==> src/rtl/mult_initiator_pkg.sv <==
// -----------------------------------------------------------------------------
// mult_initiator_pkg
// Shared definitions for the floating-point multiplier initiator:
//   - state_t         : initiator FSM states (IDLE, ISSUE, HOLD)
//   - QNAN            : IEEE-754 single-precision quiet NaN, returned on timeout
//   - DW_DEFAULT      : default operand/result width
//   - TIMEOUT_DEFAULT : default number of ISSUE cycles before giving up
// -----------------------------------------------------------------------------
package mult_initiator_pkg;

  localparam int          DW_DEFAULT      = 32;
  localparam int          TIMEOUT_DEFAULT = 64;
  localparam logic [31:0] QNAN            = 32'h7FC0_0000;

  typedef enum logic [1:0] {
    IDLE  = 2'd0,
    ISSUE = 2'd1,
    HOLD  = 2'd2
  } state_t;

endpackage

==> src/rtl/mult_initiator_if.sv <==
// -----------------------------------------------------------------------------
// mult_initiator_if
// Bundles the three handshakes around the initiator:
//   req_*  : operand pair offered by the producer (valid/ready)
//   mul_*  : strobes/operands towards the multiplier, done pulse and product back
//   rsp_*  : captured product and error flag towards the consumer (valid/ready)
// Modports:
//   master : the initiator itself
//   slave  : its environment (producer, multiplier, consumer)
// -----------------------------------------------------------------------------
interface mult_initiator_if
  import mult_initiator_pkg::*;
#(
  parameter int DW = DW_DEFAULT
);

  logic          req_valid;
  logic          req_ready;
  logic [DW-1:0] req_a;
  logic [DW-1:0] req_b;

  logic          mul_x_rdy;
  logic          mul_y_rdy;
  logic [DW-1:0] mul_x_data;
  logic [DW-1:0] mul_y_data;
  logic          mul_done;
  logic [DW-1:0] mul_z_data;

  logic          rsp_valid;
  logic          rsp_ready;
  logic [DW-1:0] rsp_data;
  logic          rsp_err;

  modport master (
    input  req_valid, req_a, req_b, mul_done, mul_z_data, rsp_ready,
    output req_ready, mul_x_rdy, mul_y_rdy, mul_x_data, mul_y_data,
           rsp_valid, rsp_data, rsp_err
  );

  modport slave (
    output req_valid, req_a, req_b, mul_done, mul_z_data, rsp_ready,
    input  req_ready, mul_x_rdy, mul_y_rdy, mul_x_data, mul_y_data,
           rsp_valid, rsp_data, rsp_err
  );

endinterface

==> src/rtl/mult_timeout_ctr.sv <==
// -----------------------------------------------------------------------------
// mult_timeout_ctr
// Counts the cycles a transaction spends waiting on the multiplier.
// Ports:
//   clk, rst : clock, asynchronous active-high reset
//   load     : restart the count (request accepted)
//   enable   : one waiting cycle elapses
//   expire   : high in the LIMIT-th enabled cycle since load
// Only instantiated when MULT_TIMEOUT_EN is defined.
// -----------------------------------------------------------------------------
module mult_timeout_ctr #(
  parameter int unsigned LIMIT = 64
) (
  input  logic clk,
  input  logic rst,
  input  logic load,
  input  logic enable,
  output logic expire
);

  logic [15:0] count;

  always_ff @(posedge clk or posedge rst) begin
    if (rst) begin
      count <= '0;
    end else if (load) begin
      count <= '0;
    end else if (enable) begin
      count <= count + 16'd1;
    end
  end

  // count holds the number of waiting cycles already completed, so the
  // LIMIT-th waiting cycle is the one in which count equals LIMIT-1.
  assign expire = enable && (count == 16'(LIMIT - 1));

endmodule

==> src/rtl/mult_initiator.sv <==
// -----------------------------------------------------------------------------
// mult_initiator
// Accepts an IEEE-754 operand pair, presents it to a handshaked multiplier,
// waits for the done pulse and holds the product until the consumer takes it.
// Ports:
//   clk, rst  : clock, asynchronous active-high reset
//   bus       : mult_initiator_if.master (req_*, mul_*, rsp_* handshakes)
//   txn_count : number of responses handed to the consumer (wraps at 16 bits)
// Configuration:
//   MULT_TIMEOUT_EN : when defined, a transaction that waits TIMEOUT_CYCLES
//                     ISSUE cycles without mul_done completes with rsp_err=1
//                     and a quiet-NaN result; otherwise ISSUE waits forever.
// -----------------------------------------------------------------------------
module mult_initiator
  import mult_initiator_pkg::*;
#(
  parameter int DW             = DW_DEFAULT,
  parameter int TIMEOUT_CYCLES = TIMEOUT_DEFAULT
) (
  input  logic                   clk,
  input  logic                   rst,
  mult_initiator_if.master       bus,
  output logic [15:0]            txn_count
);

  state_t        state;
  logic          req_ready;
  logic          mul_rdy;
  logic [DW-1:0] x_data;
  logic [DW-1:0] y_data;
  logic          rsp_valid;
  logic [DW-1:0] rsp_data;
  logic          rsp_err;
  logic          accept;
  logic          timeout_expire;

  // req_ready is only ever high in IDLE, so this is the request handshake.
  assign accept = (state == IDLE) && req_ready && bus.req_valid;

`ifdef MULT_TIMEOUT_EN
  mult_timeout_ctr #(
    .LIMIT (TIMEOUT_CYCLES)
  ) u_timeout_ctr (
    .clk    (clk),
    .rst    (rst),
    .load   (accept),
    .enable (state == ISSUE),
    .expire (timeout_expire)
  );
`else
  assign timeout_expire = 1'b0;
`endif

  // NOTE: sequential state uses non-blocking assignments so every register
  // samples the pre-edge values of the others, independent of statement order.
  always_ff @(posedge clk or posedge rst) begin
    if (rst) begin
      // NOTE: the datapath registers are reset as well, so the outputs never
      // show stale operands or products from before the reset.
      state     <= IDLE;
      req_ready <= 1'b0;
      mul_rdy   <= 1'b0;
      x_data    <= '0;
      y_data    <= '0;
      rsp_valid <= 1'b0;
      rsp_data  <= '0;
      rsp_err   <= 1'b0;
      txn_count <= '0;
    end else begin
      case (state)
        IDLE: begin
          if (accept) begin
            x_data    <= bus.req_a;
            y_data    <= bus.req_b;
            mul_rdy   <= 1'b1;
            req_ready <= 1'b0;
            state     <= ISSUE;
          end else begin
            // Also covers the first cycle after reset, when req_ready is low.
            req_ready <= 1'b1;
          end
        end

        ISSUE: begin
          // A product arriving in the expiry cycle takes priority over the timeout.
          if (bus.mul_done) begin
            rsp_data  <= bus.mul_z_data;
            rsp_err   <= 1'b0;
            rsp_valid <= 1'b1;
            mul_rdy   <= 1'b0;
            state     <= HOLD;
          end else if (timeout_expire) begin
            rsp_data  <= DW'(QNAN);
            rsp_err   <= 1'b1;
            rsp_valid <= 1'b1;
            mul_rdy   <= 1'b0;
            state     <= HOLD;
          end
        end

        HOLD: begin
          // req_ready rises with the return to IDLE, one cycle after the
          // response handshake, so no request is taken in the same cycle.
          if (bus.rsp_ready) begin
            rsp_valid <= 1'b0;
            txn_count <= txn_count + 16'd1;
            req_ready <= 1'b1;
            state     <= IDLE;
          end
        end

        default: begin
          state <= IDLE;
        end
      endcase
    end
  end

  assign bus.req_ready  = req_ready;
  assign bus.mul_x_rdy  = mul_rdy;
  assign bus.mul_y_rdy  = mul_rdy;
  assign bus.mul_x_data = x_data;
  assign bus.mul_y_data = y_data;
  assign bus.rsp_valid  = rsp_valid;
  assign bus.rsp_data   = rsp_data;
  assign bus.rsp_err    = rsp_err;

endmodule

==> src/flat_wrapper.sv <==
// flat-port wrapper written by rule: the top's interface ports become plain ports
module mult_initiator_flat import mult_initiator_pkg::*;
#(
  parameter int DW             = DW_DEFAULT,
  parameter int TIMEOUT_CYCLES = TIMEOUT_DEFAULT
)
  (clk, rst, txn_count, bus_req_valid, bus_req_a, bus_req_b, bus_mul_done, bus_mul_z_data, bus_rsp_ready, bus_req_ready, bus_mul_x_rdy, bus_mul_y_rdy, bus_mul_x_data, bus_mul_y_data, bus_rsp_valid, bus_rsp_data, bus_rsp_err);
  mult_initiator_if #(.DW(DW)) bus_i ();
  input  logic clk;
  input  logic rst;
  output logic [15:0] txn_count;
  input wire logic [$bits(bus_i.req_valid)-1:0] bus_req_valid;
  input wire logic [$bits(bus_i.req_a)-1:0] bus_req_a;
  input wire logic [$bits(bus_i.req_b)-1:0] bus_req_b;
  input wire logic [$bits(bus_i.mul_done)-1:0] bus_mul_done;
  input wire logic [$bits(bus_i.mul_z_data)-1:0] bus_mul_z_data;
  input wire logic [$bits(bus_i.rsp_ready)-1:0] bus_rsp_ready;
  output wire logic [$bits(bus_i.req_ready)-1:0] bus_req_ready;
  output wire logic [$bits(bus_i.mul_x_rdy)-1:0] bus_mul_x_rdy;
  output wire logic [$bits(bus_i.mul_y_rdy)-1:0] bus_mul_y_rdy;
  output wire logic [$bits(bus_i.mul_x_data)-1:0] bus_mul_x_data;
  output wire logic [$bits(bus_i.mul_y_data)-1:0] bus_mul_y_data;
  output wire logic [$bits(bus_i.rsp_valid)-1:0] bus_rsp_valid;
  output wire logic [$bits(bus_i.rsp_data)-1:0] bus_rsp_data;
  output wire logic [$bits(bus_i.rsp_err)-1:0] bus_rsp_err;
  assign bus_i.req_valid = bus_req_valid;
  assign bus_i.req_a = bus_req_a;
  assign bus_i.req_b = bus_req_b;
  assign bus_i.mul_done = bus_mul_done;
  assign bus_i.mul_z_data = bus_mul_z_data;
  assign bus_i.rsp_ready = bus_rsp_ready;
  assign bus_req_ready = bus_i.req_ready;
  assign bus_mul_x_rdy = bus_i.mul_x_rdy;
  assign bus_mul_y_rdy = bus_i.mul_y_rdy;
  assign bus_mul_x_data = bus_i.mul_x_data;
  assign bus_mul_y_data = bus_i.mul_y_data;
  assign bus_rsp_valid = bus_i.rsp_valid;
  assign bus_rsp_data = bus_i.rsp_data;
  assign bus_rsp_err = bus_i.rsp_err;
  mult_initiator #(.DW(DW), .TIMEOUT_CYCLES(TIMEOUT_CYCLES)) u_core (.clk(clk), .rst(rst), .bus(bus_i), .txn_count(txn_count));
endmodule
==> config.mk <==
export PLATFORM = sky130hd
export DESIGN_NAME = mult_initiator_flat
export DESIGN_NICKNAME = d
export VERILOG_FILES = /design/src/rtl/mult_initiator_pkg.sv /design/src/rtl/mult_initiator_if.sv /design/src/rtl/mult_timeout_ctr.sv /design/src/rtl/mult_initiator.sv /design/src/flat_wrapper.sv
export SDC_FILE = /design/constraint.sdc
export NUM_CORES = 1
export LEC_CHECK = 0
export CAP_MARGIN = 30
export CORE_ASPECT_RATIO = 0.8
export CORE_MARGIN = 5
export CORE_UTILIZATION = 41
export CTS_CLUSTER_SIZE = 14
export DETAILED_ROUTE_END_ITERATION = 8
export PLACE_DENSITY = 0.81
export SYNTH_ARGS = -nofsm -noshare
export SYNTH_HDL_FRONTEND = slang
export SYNTH_HIERARCHICAL = 1
export SYNTH_SLANG_ARGS = --single-unit
export TNS_END_PERCENT = 1
==> constraint.sdc <==
create_clock -name clk -period 5.1 [get_ports clk]
set_input_delay 1.02 -clock clk [delete_from_list [all_inputs] [get_ports clk]]
set_output_delay 1.02 -clock clk [all_outputs]
set_load 0.02 [all_outputs]
==> out/qor.csv, run 1 <==
metric,value,unit
ys_ff_latch,117,
cts_buffers,17,
yosysMostFrequentCell,dfrtp_1,
critical_path_peak_fanout,63,
async_flop_share,1.00,
max_freq,0.385,GHz
vdd_ir_drop_max,0.432,mV
timing.final.crit_share,0.509,
antenna_found_initial,0,
syn-cell-area,4540,um^2
yosys_most_used_dff,dfrtp_1,
cp_slowest_cell,buf_4,
track_usage,0.181,
area_growth,61.8,%
cts.repair.resized,0,
rows,34,
setup_slack,2.50,ns
first_iter_violations,122,
leakagePower,3.10,nW
setup_viol,0,
synth-edff-count,0,
cts_setup_buffers,0,
ant_nets,0,
fin_crit,2.60,ns
die_w,128,um
viasPerCell,4.68,
synth_top_cell_area_share,0.644,
finalNetCount,615,
synthDistinctLibCells,29,
wl_per_cell,17.4,um
grt_pass1_wl,18900,um
worstPathRequired,5.37,ns
cts_tree,yes,
io_pins,218,
cts-root-buf,clkbuf_16,
syn_area_per_cell,15.8,um^2
port_buffers,216,
min_path_type,reg2reg,
slowest_delay,0.68,ns
pre_cts_ws,2.09,ns
numClockSinks,117,
dr_total_vias,3124,
dieArea,13300,um^2
setup_tns,0,ns
clk_latency,0.39,ns
clk_path_buf_depth,2,
hpwlAfterDp,8600,um
powerDensity,660,nW/um^2
path_clk_slew,0.05,ns
worstSetupPathType,in2reg,
worst_pin_slew,0.928,ns
postRouteWirelength,11600,um
synth.area.top_cells,"dfrtp_1 64%, mux2_2 24%, xnor2_1 1.7%",
cp.buffers_inverters,2,
synth_seq_area_share,0.644,
drc,0,
worst_setup_path_end_kind,register,
crit_chain,clkdlybuf4s50_1 > nand2_1 > nor3_4 > buf_4 > mux2_2,
crit_family,buffers and inverters,
relSlewSlack,0.378,
synth_common_cells,"117 x dfrtp_1, 97 x mux2_2, 9 x xnor2_1, 7 x nor2_1",
htreeDepth,4,
rsz0062_at_grt,no,
die_h,104,um
drive_gt1_frac,0.266,
dr.pass1.iters,4,
syn_nets,389,
cap_violations,0,
cp.arrival,2.87,ns
grt_max_degree,64,
slew_viol_final,0,
grt_pass1_vias,3583,
start_util,0.419,
globalplace.congestion,0.777,
n_antenna_cell,0,
synth_area_leader_cell,dfrtp_1,
gr-total-overflow,0,
fin_worst_skew,0.00743,ns
outcome,"finished, final reports clean",
hold_violations,0,
finish.utilization,0.678,
core,10800,um^2
fillers,782,
start_kind,primary input,
yosys_warnings,6,
synthCells,287,
postCtsHoldBufs,0,
-- metrics by stage --
step           total power (W)  hold WS (ns)  cell area (um^2)  instances
3_3_place_gp           0.00380         0.461              6840        638
2_1_floorplan          0.00276         0.578              4540        287
3_5_place_dp           0.00387         0.466              6840        638
6_report               0.00485         0.478              7350        667
5_1_grt                0.00512         0.514              7350        667
4_1_cts                0.00492         0.483              7350        667
-- worst register-to-register path: stages (launching register included) --
cell and delay [ns]:
dfrtp_1 0.45, nand3b_2 0.84, mux2_2 0.58
-- path summary, 6_finish.rpt --
path	from	end	slack [ns]	depth (start not counted)
hold reg to reg	u_core/txn_count[15]	u_core/txn_count[15]	0.48	1
min in group asynchronous	rst	u_core/bus.mul_y_data[14]	1.10	2
setup reg to reg	u_core/state[1]	u_core/bus.rsp_data[8]	3.10	2
setup / recovery	bus_req_valid	u_core/bus.mul_y_data[9]	2.50	5
max in group asynchronous	rst	u_core/bus.mul_y_data[1]	3.09	3
hold / removal	u_core/txn_count[15]	u_core/txn_count[15]	0.48	1
-- logic make-up after synthesis --
kind of cell               after synthesis  synth area share
DFF                                    117             0.644
muxes                                   97             0.240
and+or+nand+nor                         35            0.0573
buffers and inverters                   18            0.0215
xor gates and xnor gates                15            0.0289
AOI/OAI and AO/OA                        3           0.00385
adders and majority gates                1           0.00275
other                                    1          0.000825
-- state kept, by name, indices dropped and copies added (netlist names) --
name                   cells
u_core/bus.req_ready       1
u_core/bus.mul_x_data     32
u_core/bus.mul_y_data     32
u_core/bus.mul_x_rdy       1
u_core/bus.rsp_data       32
u_core/txn_count          16
u_core/state               2
u_core/bus.rsp_valid       1
-- power breakdown --
part | switching, W | internal, W | total (W)
Clock | 0.000369 | 0.000644 | 0.00101
Sequential | 0.000252 | 0.00136 | 0.00161
Combinational | 0.00102 | 0.00120 | 0.00222
-- cell type report --
type	instances	area [um^2]	share of cell area
multi-input cells	152	1520	0.207
clock inverters	6	30.0	0.00409
inverters	6	25.0	0.00340
flip-flops and latches	117	2930	0.398
clock buffers	23	478	0.0650
repair buffers	219	2180	0.297
well taps	144	180	0.0245
-- metal layers --
layer	vias up	share of wire	global-route usage
met1	1529	0.37	0.203
li1	1442	-	-
met2	136	0.50	0.303
met3	17	0.11	0.0898
met5	-	0	0
met4	0	0.015	0.0583
-- cell usage in the layout (no fill, tap or decap), types with 3 or more instances in the layout --
cell type and n:
clkbuf_16 17, nand2_1 6, xnor2_1 9, nor2_1 7
clkbuf_8 3, inv_1 5, clkdlybuf4s50_1 216, nor3_2 3
xor2_1 6, mux2_2 97, buf_4 3, nand3_1 5
clkbuf_1 3, dfrtp_1 117, clkinv_2 6
No activity file was read; power rests on OpenSTA's default activity.
==> inputs of run 2 (changes only) <==
Settings changed: CORE_UTILIZATION 41 to 37, PLACE_DENSITY 0.81 to 0.77.
Clock period 5.1 ns to 2.2 ns, I/O delays scaled along.
==> out/qor.csv, run 2 (same netlist as run 1, synthesis figures left out) <==
metric,value,unit,change
outcome,"finished, final reports clean",,
grt_max_degree,71,,+11%
ant_nets,0,,unchanged
setup_tns,0,ns,unchanged
leakagePower,3.12,nW,+0.90%
dr.pass1.iters,4,,unchanged
gr-total-overflow,0,,unchanged
critical_path_peak_fanout,6,,-90%
crit_family,buffers and inverters,,
core,12100,um^2,+12%
crit_chain,clkdlybuf4s50_1,,
vdd_ir_drop_max,0.833,mV,+93%
clk_latency,0.41,ns,+0.02 ns
multi_input_area,1520,um^2,unchanged
seq_area,2930,um^2,unchanged
worstPathRequired,1.76,ns,-3.61 ns
cts_tree,yes,,
cts_buffers,17,,unchanged
worst_pin_slew,0.593,ns,-0.334 ns
powerDensity,1530,nW/um^2,+130%
dr_total_vias,3103,,-0.67%
cts.repair.resized,0,,unchanged
numClockSinks,117,,unchanged
hpwlAfterDp,8250,um,-4.0%
clk_path_buf_depth,2,,unchanged
worstSetupPathType,reg2out,,
setup_slack,0.187,ns,-2.31 ns
worst_setup_path_end_kind,output port,,
track_usage,0.157,,-0.0248
grt_pass1_wl,17500,um,-7.1%
postRouteWirelength,11200,um,-3.4%
start_kind,register,,
drive_gt1_frac,0.266,,+0.000385
cts-root-buf,clkbuf_16,,
timing.final.crit_share,0.915,,
fillers,944,,+21%
n_antenna_cell,0,,unchanged
slowest_delay,0.67,ns,about the same
postCtsHoldBufs,0,,unchanged
globalplace.congestion,0.771,,-0.71%
dieArea,14600,um^2,+9.8%
io_pins,218,,unchanged
cap_violations,0,,unchanged
max_freq,0.497,GHz,
cts_setup_buffers,0,,unchanged
pre_cts_ws,0.221,ns,-1.87 ns
first_iter_violations,103,,-16%
port_buffers,216,,unchanged
grt_pass1_vias,3364,,-6.1%
antenna_found_initial,0,,unchanged
viasPerCell,4.58,,-2.3%
wl_per_cell,16.6,um,-5.0%
fin_crit,2.01,ns,
setup_viol,0,,unchanged
finalNetCount,617,,+0.33%
hold_violations,0,,unchanged
min_path_type,reg2reg,,
cp_slowest_cell,clkdlybuf4s50_1,,
drc,0,,unchanged
layout_commonest_cell,clkdlybuf4s50_1,,
fin_worst_skew,0.00940,ns,+0.00197 ns
relSlewSlack,0.604,,+0.226
cp.buffers_inverters,1,,-1
die_w,134,um,+4.9%
slew_viol_final,0,,unchanged
htreeDepth,4,,unchanged
cp.arrival,1.57,ns,-1.30 ns
layout_common_cells,"216 x clkdlybuf4s50_1, 117 x dfrtp_1, 97 x mux2_2",,
area_growth,63.8,%,
path_clk_slew,0.05,ns,about the same
rows,36,,+5.9%
start_util,0.375,,-0.0439
die_h,109,um,+4.8%
rsz0062_at_grt,no,,
[run 2: cell types whose count changed in the layout (fill, tap and decap cells not counted)]
cell        change
clkbuf_1        +2
inv_4           -1
bufinv_16       +1
clkinv_2        -2
buf_4           -1
buf_12          +3
clkinvlp_4      +1
[run 2: cell type report]
cell class | count | share of cell area
clock inverters | 5 | 0.00673
repair buffers | 221 | 0.301
clock buffers | 25 | 0.0652
flip-flops and latches | 117 | 0.393
multi-input cells | 152 | 0.205
inverters | 6 | 0.00353
well taps | 152 | 0.0256
[run 2: per-layer routing]
layer | wire (um) | part of all wire | up-vias | track usage
met4 | 184 | 0.016 | 0 | 0.0631
met3 | 1200 | 0.11 | 16 | 0.0867
met1 | 4490 | 0.40 | 1503 | 0.178
met5 | 0 | 0 | - | 0
li1 | - | - | 1454 | -
met2 | 5370 | 0.48 | 130 | 0.247
[run 2: worst paths after layout]
kind / to / slack, ns / cells after the start / startpoint
max: txn_count[3] / 0.19 / 1 / u_core/txn_count[3]
min: u_core/txn_count[15] / 0.47 / 1 / u_core/txn_count[15]
max reg2reg: u_core/bus.mul_x_data[20] / 0.68 / 3 / u_core/state[1]
min reg2reg: u_core/txn_count[15] / 0.47 / 1 / u_core/txn_count[15]
max in group asynchronous: u_core/bus.mul_x_data[16] / 1.19 / 3 / rst
min in group asynchronous: u_core/bus.rsp_data[19] / 0.48 / 3 / rst
[run 2: through the flow]
step / hold WS (ns) / instance area [um^2] / util / power [W] / std cells
2_1_floorplan: 0.547 / 4550 / - / 0.00639 / 287
3_3_place_gp: 0.459 / 6910 / 0.570 / 0.00886 / 648
3_5_place_dp: 0.462 / 6910 / 0.570 / 0.00900 / 648
4_1_cts: 0.473 / 7440 / 0.614 / 0.0116 / 678
5_1_grt: 0.485 / 7440 / 0.614 / 0.0120 / 678
6_report: 0.467 / 7440 / 0.614 / 0.0114 / 678
[run 2: where the power goes]
part           internal [W]  switching, W  leakage (nW)  total [W]
Clock               0.00162      0.000877         0.267    0.00249
Sequential          0.00316      0.000580          1.39    0.00374
Combinational       0.00283       0.00234          1.47    0.00516
Total               0.00760       0.00379          3.12     0.0114
==> edit 1 (flow settings as in run 2) <==
`DW_DEFAULT`: 32 -> 40.
--- a/src/rtl/mult_initiator_pkg.sv
+++ b/src/rtl/mult_initiator_pkg.sv
@@ -9,5 +9,5 @@
 package mult_initiator_pkg;
 
-  localparam int          DW_DEFAULT      = 32;
+  localparam int          DW_DEFAULT      = 40;
   localparam int          TIMEOUT_DEFAULT = 64;
   localparam logic [31:0] QNAN            = 32'h7FC0_0000;
Ports: changed (6 resized); port bits go from 218 to 266. The function was not compared with the original's and may differ.
==> edit 1 against run 2 <==
- sequential cell count rose by 24
- total power rose by 20%
- via count rose by 21%
- setup slack improved by 0.045 ns
- hold slack got worse by 0.083 ns
- area after synthesis rose by 18%
- count of clock-buffer cells in the layout did not move
- non-clock buffer count rose by 53
- critical endpoint is now txn_count[5]
- first-iteration DRC count rose by 31%
- register-to-register slack got worse by 0.02 ns
- design area rose by 19%
- wire length rose by 29%
==> edit 1: results (changes against run 2) <==
Parameter                              Value

Logic synthesis
  Most frequent cells after synthesis    dfrtp_1 (141), mux2_2 (121), xnor2_1 (11), buf_4 (9), nand2_1 (8)
  Top area cells in the synthesized netlist    dfrtp_1 (66%), mux2_2 (25%), xnor2_1 (1.8%)
  Sequential share of the synthesized area    0.658 (+0.0138)
  Distinct cell type count of the synthesized netlist    26 (-10%)
  Post-Synthesis Cell Area    0.00536 mm2 (+18%)
  Post-synth net total    462 (+19%)

Finish
  Fraction of standard cell area in multi-input logic    0.196 (-0.00917)
  Filler cell count in the final layout    1,098 (+16%)
  Seq area share    0.399 (+0.00601)
  Share of post-route cells with drive strength above 1    0.257 (-0.00938)
  Buffering overhead    0.313 (+0.0127)
  Area fraction of clock buffers and clock inverters    0.0637 (-0.00822)
  Post-layout net count    740 (+20%)

Global route
  Wire length of the first global-routing pass    22,600 um (+29%)
  Largest net degree at the start of global routing    67 (-5.6%)
  Global router's overall resource usage    0.171 (+0.0145)
  Met2 GRT Util    0.286 (+0.0392)
  Met1 Use GR    0.195 (+0.0162)
  M3 GR Usage    0.0780 (-0.00873)

Outcome
  Outcome    completed

Setup path
  Terminus of the critical flop-to-flop path    u_core/bus.mul_y_data[8]
  CP endpoint    txn_count[5]
  Critical Path Source    u_core/txn_count[5]

Timing
  Worst hold margin    0.384 ns (-0.0834 ns)
  Setup skew after layout    0.00805 ns (-0.00135 ns)
  Final critical delay including setup and external delays    1.97 ns (-0.0450 ns)

Placement
  DP Wirelength    11,100 um (+35%)

Power
  Leakage power figure    3.69 nW (+18%)

Route
  Final WL    14,500 um (+29%)
edit 1: cell families (layout without fill, tap and decap cells):
kind of cell / Yosys count / in the layout / share of synthesized area
AOI/OAI and AO/OA: 3 / 3 / 0.00327
xor gates and xnor gates: 15 / 15 / 0.0245
adders and majority gates: 1 / 1 / 0.00233
buffers and inverters: 18 / 309 / 0.0203
DFF: 141 / 141 / 0.658
muxes: 121 / 121 / 0.254
other: 1 / 1 / 0.000700
and+or+nand+nor: 36 / 36 / 0.0364
edit 1: per-stage QoR:
step	instance area (um2)	std cells	TNS, ns
2_1_floorplan	5360	336	-0.435
3_3_place_gp	8270	779	0
3_5_place_dp	8270	779	0
4_1_cts	8830	811	0
5_1_grt	8830	811	0
6_report	8830	811	0
edit 1: report_power, final:
group	internal, W	leakage, nW	switching, W
Clock	0.00172	0.275	0.00101
Combinational	0.00349	1.72	0.00291
Sequential	0.00383	1.69	0.000687
==> edit 2 (config.mk and constraints of run 2) <==
Without the edit above. Re-encode `state_t` (3 states) as one-hot, 3 bits wide.
--- a/src/rtl/mult_initiator_pkg.sv
+++ b/src/rtl/mult_initiator_pkg.sv
@@ -13,8 +13,8 @@
   localparam logic [31:0] QNAN            = 32'h7FC0_0000;
 
-  typedef enum logic [1:0] {
-    IDLE  = 2'd0,
-    ISSUE = 2'd1,
-    HOLD  = 2'd2
+  typedef enum logic [2:0] {
+    IDLE  = 3'b001,
+    ISSUE = 3'b010,
+    HOLD  = 3'b100
   } state_t;
 
Function: same outputs for any inputs over 10 cycles, from zero or initial values and one cycle with rst high; not proved beyond that.
==> edit 2 against run 2 <==
- area after synthesis rose by 1.2%
- sequential power decreased by 2%
- total power rose by 1.2%
- wire length up 7.4%
- core utilization grew 1.5 points
- sequential cell count grew 1
- setup slack gained 0.093 ns
- non-clock buffer count increased by 7
- largest power group unchanged
- design area up 2.9%
- clock power increased by 12%
==> edit 2: results (changes against run 2) <==
Parameter                              Value

Finish
  Antenna diode instance count    0 (unchanged)
  Share of post-route cells with drive strength above 1    0.255 (-0.0116)
  Filler cell count in the final layout    911 (-3.5%)
  Post-layout net count    644 (+4.4%)

Setup path
  Max stage delay on crit path    0.65 ns (-0.02 ns)
  Number of cells on the worst reg-to-reg path    5 (+2)
  Terminus of the critical flop-to-flop path    u_core/bus.mul_y_data[14]
  Gate family responsible for the most delay along the worst path    buffers and inverters
  Critical Path Source    u_core/txn_count[6]
  CP endpoint    txn_count[6]
  R2R Path Start    u_core/state[0]
  Data arrival time of the critical path    1.48 ns (-0.09 ns)
  Setup slack of the most critical reg-to-reg path    0.39 ns (-0.29 ns)

Placement
  Worst setup timing slack at the placement stage    0.0471 ns (-0.174 ns)
  Cell total after placement    675 (+4.2%)
  Post-DP Area    0.00705 mm2 (+2.2%)
  DP Wirelength    9100 um (+10%)
  Weighted congestion reported at the end of routability-driven placement    0.769 (-0.32%)

Logic synthesis
  Post-synth net total    412 (+5.9%)
  Mux share of post-synthesis cell area    0.235 (-0.00533)
  Adder-Cell Fraction of Synth Area    0.00272 (-0.0000330)
  Top area cells in the synthesized netlist    dfrtp_1 (64%), mux2_2 (23%), xnor2_1 (1.9%)
  Compound-gate portion of the synthesized area    0.0114 (+0.00757)
  Most frequent cells after synthesis    dfrtp_1 (117), mux2_2 (92), nand2_1 (15), nor2_1 (13), buf_2 (11)
  Xor/xnor cell area share of the yosys netlist    0.0286 (-0.000346)
  Syn Inst Count    310 (+8.0%)
  Share of flip-flops with an asynchronous set or reset after synthesis    1.00 (unchanged)
  Sequential share of the synthesized area    0.642 (-0.00200)
  Distinct cell type count of the synthesized netlist    29 (unchanged)

Timing
  Highest attainable clock frequency    521 MHz (+4.9%)
  Setup skew after layout    0.0139 ns (+0.00446 ns)

Global route
  Global router's overall resource usage    0.166 (+0.00970)
  Wire length of the first global-routing pass    19,100 um (+8.8%)
  Largest net degree at the start of global routing    64 (-9.9%)
  Via count of the first global-routing pass    3,682 (+9.5%)

Route
  Final WL    12,100 um (+7.4%)
  Average via count per standard cell    4.70 (+2.8%)
  First-iteration detailed-routing DRC count    112 (+8.7%)
  Number of vias after detailed routing    3,321 (+7.0%)

Outcome
  Outcome    completed

Clocking
  Gates resized, CTS repair    0 (unchanged)
  CTS buffer count    17 (unchanged)

Power
  Leakage power figure    3.18 nW (+1.8%)
  Switching share of power    0.326 (-0.00702)
  Worst IR Drop VDD    921 uV (+11%)

Worst hold path
  Worst hold path type    primary input to async pin
## edit 2: cell count changes after synthesis, sizes merged, moves of 3 or more
cell   before  now
buf        12   15
nor2        7   15
inv         6    3
a21oi       1    4
o21ai       1    4
nand2       6   15
## edit 2: layer usage
layer  track usage  vias up  wire length, um
li1              -     1540                -
met1         0.180     1621             4610
met2         0.279      147             5890
met3        0.0970       13             1450
met4        0.0472        0              114
met5             0        -                0
## edit 2: stage by stage
stage / hold slack [ns] / utilization
after global placement: 0.462 / 0.580
final: 0.304 / 0.629
after CTS: 0.292 / 0.629
after floorplan: 0.568 / -
after global routing: 0.297 / 0.629
after detailed placement: 0.470 / 0.580
## edit 2: worst min path at each step
stage	start	end	cells past startpoint
finish	rst	u_core/bus.mul_x_data[19]	2
CTS	rst	u_core/bus.mul_x_data[22]	2
global placement	u_core/txn_count[15]	u_core/txn_count[15]	1
global route	rst	u_core/bus.mul_x_data[22]	2
floorplan	u_core/state[2]	u_core/state[1]	2
detailed placement	u_core/txn_count[15]	u_core/txn_count[15]	1
## edit 2: power groups by stage
stage               logic, W  registers [W]  clock network [W]
global placement     0.00504        0.00365                  0
floorplan            0.00144        0.00477                  0
finish               0.00509        0.00365            0.00280
CTS                  0.00516        0.00367            0.00286
global route         0.00537        0.00380            0.00295
detailed placement   0.00513        0.00369                  0
## edit 2: area by class of cell
cell class	instances	area [um2]	share of cell area
clock buffers	22	474	0.0620
inverters	3	15.0	0.00196
clock inverters	9	125	0.0163
well taps	152	190	0.0248
repair buffers	228	2350	0.307
multi-input cells	174	1540	0.202
flip-flops and latches	118	2950	0.386
